==> src/rtl/sparse_pkg.sv <==
// sparse_pkg: shared constants, types and state encoding for the sparse activation expander
package sparse_pkg;
  localparam int N_ACT = 20;
  localparam int ACT_W = 9;
  localparam int CNT_W = $clog2(N_ACT + 1);
  typedef logic signed [ACT_W-1:0] act_t;
  typedef logic [N_ACT-1:0] bitmap_t;
  typedef logic [CNT_W-1:0] idx_t;
  typedef enum logic {IDLE, EXPAND} exp_state_t;
endpackage

==> src/rtl/sparse_popcount.sv <==
// sparse_popcount: number of set bits in an N-bit vector, shared with the compressor side
module sparse_popcount
  import sparse_pkg::*;
#(
  parameter int N = N_ACT,
  parameter int CW = CNT_W
) (
  input  logic [N-1:0]  bits,
  output logic [CW-1:0] count
);
  // ripple sum of the set bits
  always_comb begin
    count = '0;
    for (int i = 0; i < N; i++) count = count + CW'(bits[i]);
  end
endmodule

==> src/rtl/sparse_act_expander.sv <==
// sparse_act_expander: bitmap header + packed nonzero stream to dense activations; SPARSE_EXP_NNZ_EN adds nnz_count and nz_err
module sparse_act_expander
  import sparse_pkg::*;
(
  input  logic                    clk,
  input  logic                    reset,
  input  logic                    hdr_valid,
  output logic                    hdr_ready,
  input  logic [N_ACT-1:0]        hdr_bitmap,
  input  logic                    nz_valid,
  output logic                    nz_ready,
  input  logic signed [ACT_W-1:0] nz_data,
  output logic                    out_valid,
  input  logic                    out_ready,
  output logic signed [ACT_W-1:0] out_data,
  output logic [CNT_W-1:0]        out_idx,
  output logic                    out_last,
`ifdef SPARSE_EXP_NNZ_EN
  output logic [CNT_W-1:0]        nnz_count,
  output logic                    nz_err,
`endif
  output logic                    busy
);
  exp_state_t state, state_nxt;
  idx_t pos;
  bitmap_t bitmap_q;
  logic cur_bit, last_pos, load_en, load;
  // current-position decode and output-register load condition
  always_comb begin
    cur_bit = bitmap_q[pos];
    last_pos = pos == idx_t'(N_ACT - 1);
    load_en = !out_valid || out_ready;
    load = (state == EXPAND) && load_en && (!cur_bit || nz_valid);
  end
  // state register
  always_ff @(posedge clk)
    if (reset) state <= IDLE;
    else state <= state_nxt;
  // next state: leave IDLE on header, return after the last position loads
  always_comb
    state_nxt = (state == IDLE) ? (hdr_valid ? EXPAND : IDLE) : ((load && last_pos) ? IDLE : EXPAND);
  // handshake outputs; nz is only pulled for set bitmap positions
  always_comb begin
    hdr_ready = (state == IDLE) && !reset;
    nz_ready = (state == EXPAND) && cur_bit && load_en;
    busy = (state == EXPAND) || out_valid;
  end
  // bitmap/position tracking and the registered dense output
  always_ff @(posedge clk)
    if (reset) begin
      pos <= '0;
      bitmap_q <= '0;
      out_valid <= 1'b0;
      out_data <= '0;
      out_idx <= '0;
      out_last <= 1'b0;
    end else begin
      if (hdr_valid && hdr_ready) begin
        bitmap_q <= hdr_bitmap;
        pos <= '0;
      end else if (load) pos <= last_pos ? '0 : pos + 1'b1;
      if (load) begin
        out_valid <= 1'b1;
        out_data <= cur_bit ? nz_data : '0;
        out_idx <= pos;
        out_last <= last_pos;
      end else if (out_ready) out_valid <= 1'b0;
    end
`ifdef SPARSE_EXP_NNZ_EN
  logic [CNT_W-1:0] hdr_cnt;
  sparse_popcount #(.N(N_ACT), .CW(CNT_W)) u_pop (.bits(hdr_bitmap), .count(hdr_cnt));
  // latch header popcount; sticky flag for zero values in the packed stream
  always_ff @(posedge clk)
    if (reset) begin
      nnz_count <= '0;
      nz_err <= 1'b0;
    end else begin
      if (hdr_valid && hdr_ready) nnz_count <= hdr_cnt;
      if (nz_valid && nz_ready && nz_data == '0) nz_err <= 1'b1;
    end
`endif
endmodule

==> config.mk <==
export PLATFORM = sky130hd
export DESIGN_NAME = sparse_act_expander
export DESIGN_NICKNAME = d
export VERILOG_FILES = /design/src/rtl/sparse_pkg.sv /design/src/rtl/sparse_popcount.sv /design/src/rtl/sparse_act_expander.sv
export SDC_FILE = /design/constraint.sdc
export NUM_CORES = 1
export LEC_CHECK = 0
export CAP_MARGIN = 20
export CORE_UTILIZATION = 50
export DETAILED_ROUTE_END_ITERATION = 12
export GPL_TIMING_DRIVEN = 0
export PLACE_DENSITY_LB_ADDON = 0.12
export SETUP_SLACK_MARGIN = 0.4
export SYNTH_ARGS = -nofsm -noshare
export SYNTH_HDL_FRONTEND = slang
export SYNTH_HIERARCHICAL = 1
export SYNTH_SLANG_ARGS = --single-unit
==> constraint.sdc <==
create_clock -name clk -period 6.31 [get_ports clk]
set_clock_uncertainty 0.05 [all_clocks]
set_input_delay 1.893 -clock clk [delete_from_list [all_inputs] [get_ports clk]]
set_output_delay 1.893 -clock clk [all_outputs]
set_load 0.01 [all_outputs]
## Word level (Yosys, flattened, before mapping)

Index checks and enable logic that the tools add are counted.

| storage, ports and cells | value |
|---|---|
| flip-flop bits (word level) | 42 |
| bits of input ports | 34 |
| output and inout port bits | 19 |
| word-level logic and storage cells | 35 |

| cells by class | value |
|---|---|
| add/subtract/negate cells | 1 |
| $lt $le $gt $ge | 1 |
| equal/unequal tests | 1 |
| muxes and demuxes | 9 |
| bitwise logic cells | 1 |
| reductions and logical operators | 15 |

Operators with widths:

| kind | number |
|---|---|
| $mux 9 | 1 |
| $logic_and 1x1->1 | 7 |
| $lt 5x6->1 const B | 1 |
| $mux 1 | 6 |
| $add 5x1->5 const B | 1 |
| $bmux 1 s5 | 1 |
| $eq 5x5->1 const B | 1 |
| $mux 5 | 1 |
| $logic_not 1->1 | 3 |
| $logic_or 1x1->1 | 3 |
| $reduce_bool 2->1 | 1 |
| $reduce_or 2->1 | 1 |
| $not 1->1 | 1 |

## Depth between registers and ports, before layout

| logic depth | value |
|---|---|
| word-level depth | 8 |
| depth in mapped cells | 8 |
| mapped depth without buffers | 6 |

## Worst setup path before layout

OpenSTA, ideal clock, no wires.

| timing | value |
|---|---|
| kind | input port to output port |
| start | in reset |
| end | out hdr_ready |
| data arrival time | 2.529 ns |
| data required time | 4.367 ns |
| setup slack | 1.838 ns |
| stages | 3 |
| path buffers | 2 |
| cell sequence | clkbuf_1 buf_1 nor2_1 |

| on the way | value |
|---|---|
| cells in the longest elaborated chain, start to end | 2 |

RTL lines:

| item | RTL line | text |
|---|---|---|
| start: declaration | sparse_act_expander.sv:6 | `input logic reset,` |
| $logic_not 1->1 | sparse_act_expander.sv:44 | `hdr_ready = (state == IDLE) && !reset;` |
| $logic_and 1x1->1 | sparse_act_expander.sv:44 |  |
| end: declaration | sparse_act_expander.sv:8 | `output logic hdr_ready,` |

Every way passes these cells.

## Worst setup path after layout

| timing | value |
|---|---|
| start | in out_ready |
| end | out nz_ready |

| on the way | value |
|---|---|
| cells in the longest elaborated chain, start to end | 2 |

RTL lines:

| item | RTL line | text |
|---|---|---|
| start: declaration | sparse_act_expander.sv:14 | `input logic out_ready,` |
| $logic_or 1x1->1 | sparse_act_expander.sv:32 | `load_en = !out_valid \|\| out_ready;` |
| $logic_and 1x1->1 | sparse_act_expander.sv:45 | `nz_ready = (state == EXPAND) && cur_bit && load_en;` |
| end: declaration | sparse_act_expander.sv:11 | `output logic nz_ready,` |

Every way passes these cells.

==> results.yml <==
outcome:
  status: "complete, no violations"
timing:
  rsz0062_at_grt: "false"
  fin_crit_sh_pct: 84.12
  worst_pin_slew_ns: 0.5116
  slew_viol_final: 0
  whs_ns: 0.4287
  hold_viol_final: 0
  slew_headroom_pct: 65.75
  max_freq_mhz: 188.4
  period_needed_ns: 5.308
  tns_ns: 0
  setup_violations: 0
cts:
  insertion_delay_ns: 0.36
  htreeDepth: 2
  cts_resized: 0
  hold_buffers: 0
  cts_inserted_buffers: 5
  path_clk_slew_ns: 0.11
  cts_root_buf: "clkbuf_4"
  cts_buffer_depth: 2
  post_cts_buffers: 0
  clock_sinks: 42
  cts_tree: "yes"
finish:
  synthToLayoutAreaGrowth_pct: 35.56
  postLayoutCoreUtil_pct: 72.20
  fin_nets: 285
  drive_gt1_share_pct: 8.765
  n_antenna_cell: 0
  instances_no_fill: 297
power_and_ir_drop:
  peakVddDrop_v: 0.0001433
  p_per_area_nw_per_um2: 209.6
  total_power_mw: 0.5170
  p_leak_nw: 0.8989
synthesis:
  synth_cells: 192
  ys_async_sr_fraction_pct: 0
  yosysWarnings: 6
  syn_avg_cell_area_sq_um: 9.475
  syn_nets: 227
  synth_cell_types: 39
  synth.ff_latch_count: 42
  synthFlopType: "dfxtp_1"
  ys_seq_area_share_pct: 46.22
  synth_edf_count: 0
  syn_area_sq_um: 1819
critical_path:
  cp.arrival_ns: 3.36
  crit_path_end_kind: "output pin"
  crit_type: "in -> out"
  worst_setup_path_start_kind: "input pin"
  cp_max_fo: 4
  critPathRequiredTime_ns: 4.37
detailed_routing:
  vias: 1504
  vias_per_cell: 5.064
  routed_wl_mm: 3.806
  drt_iter0_drc: 57
  drc: 0
  postRouteAntennaNets: 0
  detail_route.first_pass.iterations: 4
  wl_per_cell_microns: 12.81
place:
  hpwl_mm: 2.666
  gp_congestion: 0.8253
  io_buffers: 51
  dpl.cell_count: 289
floorplan:
  pin_count: 53
  dieArea_sq_um: 3884
  die_y_microns: 62.32
  rows: 21
  start_util_pct: 53.26
  fp.dieW_microns: 62.32
  core_sq_um: 3416
global_routing:
  grt_pass1_wl_mm: 6.555
  grt_max_degree: 13
  track_usage_pct: 21.84
  antenna_found_initial: 0
  grt_pass1_vias: 1441
  grt-ovfl-total: 0
run:
  cap_viol_max_count: 0
min_path:
  worst_hold_path_type: "reg -> reg"
[path summary, 6_finish.rpt]
path | from | cells after the start | slack (ns) | to
min | bitmap_q[6] | 2 | 0.43 | bitmap_q[6]
max reg2reg | pos[3] | 7 | 4.13 | pos[0]
min reg2reg | bitmap_q[6] | 2 | 0.43 | bitmap_q[6]
max | out_ready | 5 | 1.00 | nz_ready
[metal layers]
metal	GRT usage [%]	share of wire, %	up-vias
li1	-	-	775
met1	27.96	49	684
met2	33.93	45	38
met3	5.515	3.9	7
met4	11.34	1.8	0
met5	0	0	-
[registers in the layout (all words and copies together), names as in the netlist]
register   flops
bitmap_q      20
out_data       9
out_idx        5
pos            5
out_last       1
out_valid      1
state          1
[per-stage QoR]
step | worst slack [ns] | cell area (sq um)
after floorplan | 1.838 | 1819
after global placement | 1.001 | 2387
after detailed placement | 1.019 | 2387
after CTS | 0.9926 | 2466
after global routing | 0.9109 | 2466
final | 1.002 | 2466
[power by group]
| part | leakage [nW] | internal (mW) | switching, mW | total (mW) |
|---|---|---|---|---|
| clock network | 0.0446 | 0.0762 | 0.0846 | 0.161 |
| registers | 0.343 | 0.277 | 0.00644 | 0.283 |
| logic | 0.512 | 0.0423 | 0.0308 | 0.0732 |
[synth_stat cells, types with 3 or more instances]
cell / count / area share, %
o21ai_0: 22 / 6.1
mux2i_1: 9 / 5.0
nand2b_1: 24 / 8.3
nand2_1: 23 / 4.7
clkbuf_1: 7 / 1.4
nor2_1: 16 / 3.3
mux2_1: 3 / 1.9
a22o_1: 9 / 4.3
dfxtp_1: 42 / 46
[cell families (layout without fill, tap and decap cells)]
logic type                 count (synthesis)  in the layout  share of synthesized area, %
and+or+nand+nor                           78             78                         22.56
DFF                                       42             42                         46.22
AOI/OAI and AO/OA                         41             41                         15.06
muxes                                     16             16                         11.35
buffers and inverters                     13             72                         3.645
adders and majority gates                  1              1                        0.6876
xor gates and xnor gates                   1              1                        0.4815
[worst max-delay path: stages]
cell and delay, ns:
clkdlybuf4s50_1 0.45, nand2b_1 0.16, nand2_1 0.17, nor2_1 0.15
clkdlybuf4s50_1 0.54
[area by class of cell]
cell class,instances,area (sq um)
clock buffer,8,78.83
multi-input combinational,137,912.1
fill,282,949.7
timing repair buffer,51,510.5
sequential,42,840.8
buffer,12,62.56
inverter,1,3.754
tap,46,57.56
[cell usage in the layout (no fill, tap or decap), drive strengths merged, types with 2 or more instances in the layout]
| cell | netlist | final |
|---|---|---|
| buf | 5 | 5 |
| nor2 | 17 | 17 |
| mux2i | 9 | 9 |
| nor3 | 3 | 3 |
| a22o | 9 | 9 |
| or2 | 2 | 2 |
| clkdlybuf4s50 | 0 | 51 |
| nand2b | 24 | 24 |
| dfxtp | 42 | 42 |
| nor2b | 2 | 2 |
| mux2 | 4 | 4 |
| o22ai | 2 | 2 |
| mux4 | 3 | 3 |
| o21ai | 22 | 22 |
| nand2 | 23 | 23 |
| clkbuf | 7 | 15 |
| nand3 | 2 | 2 |
No activity file was read; power rests on OpenSTA's default activity.
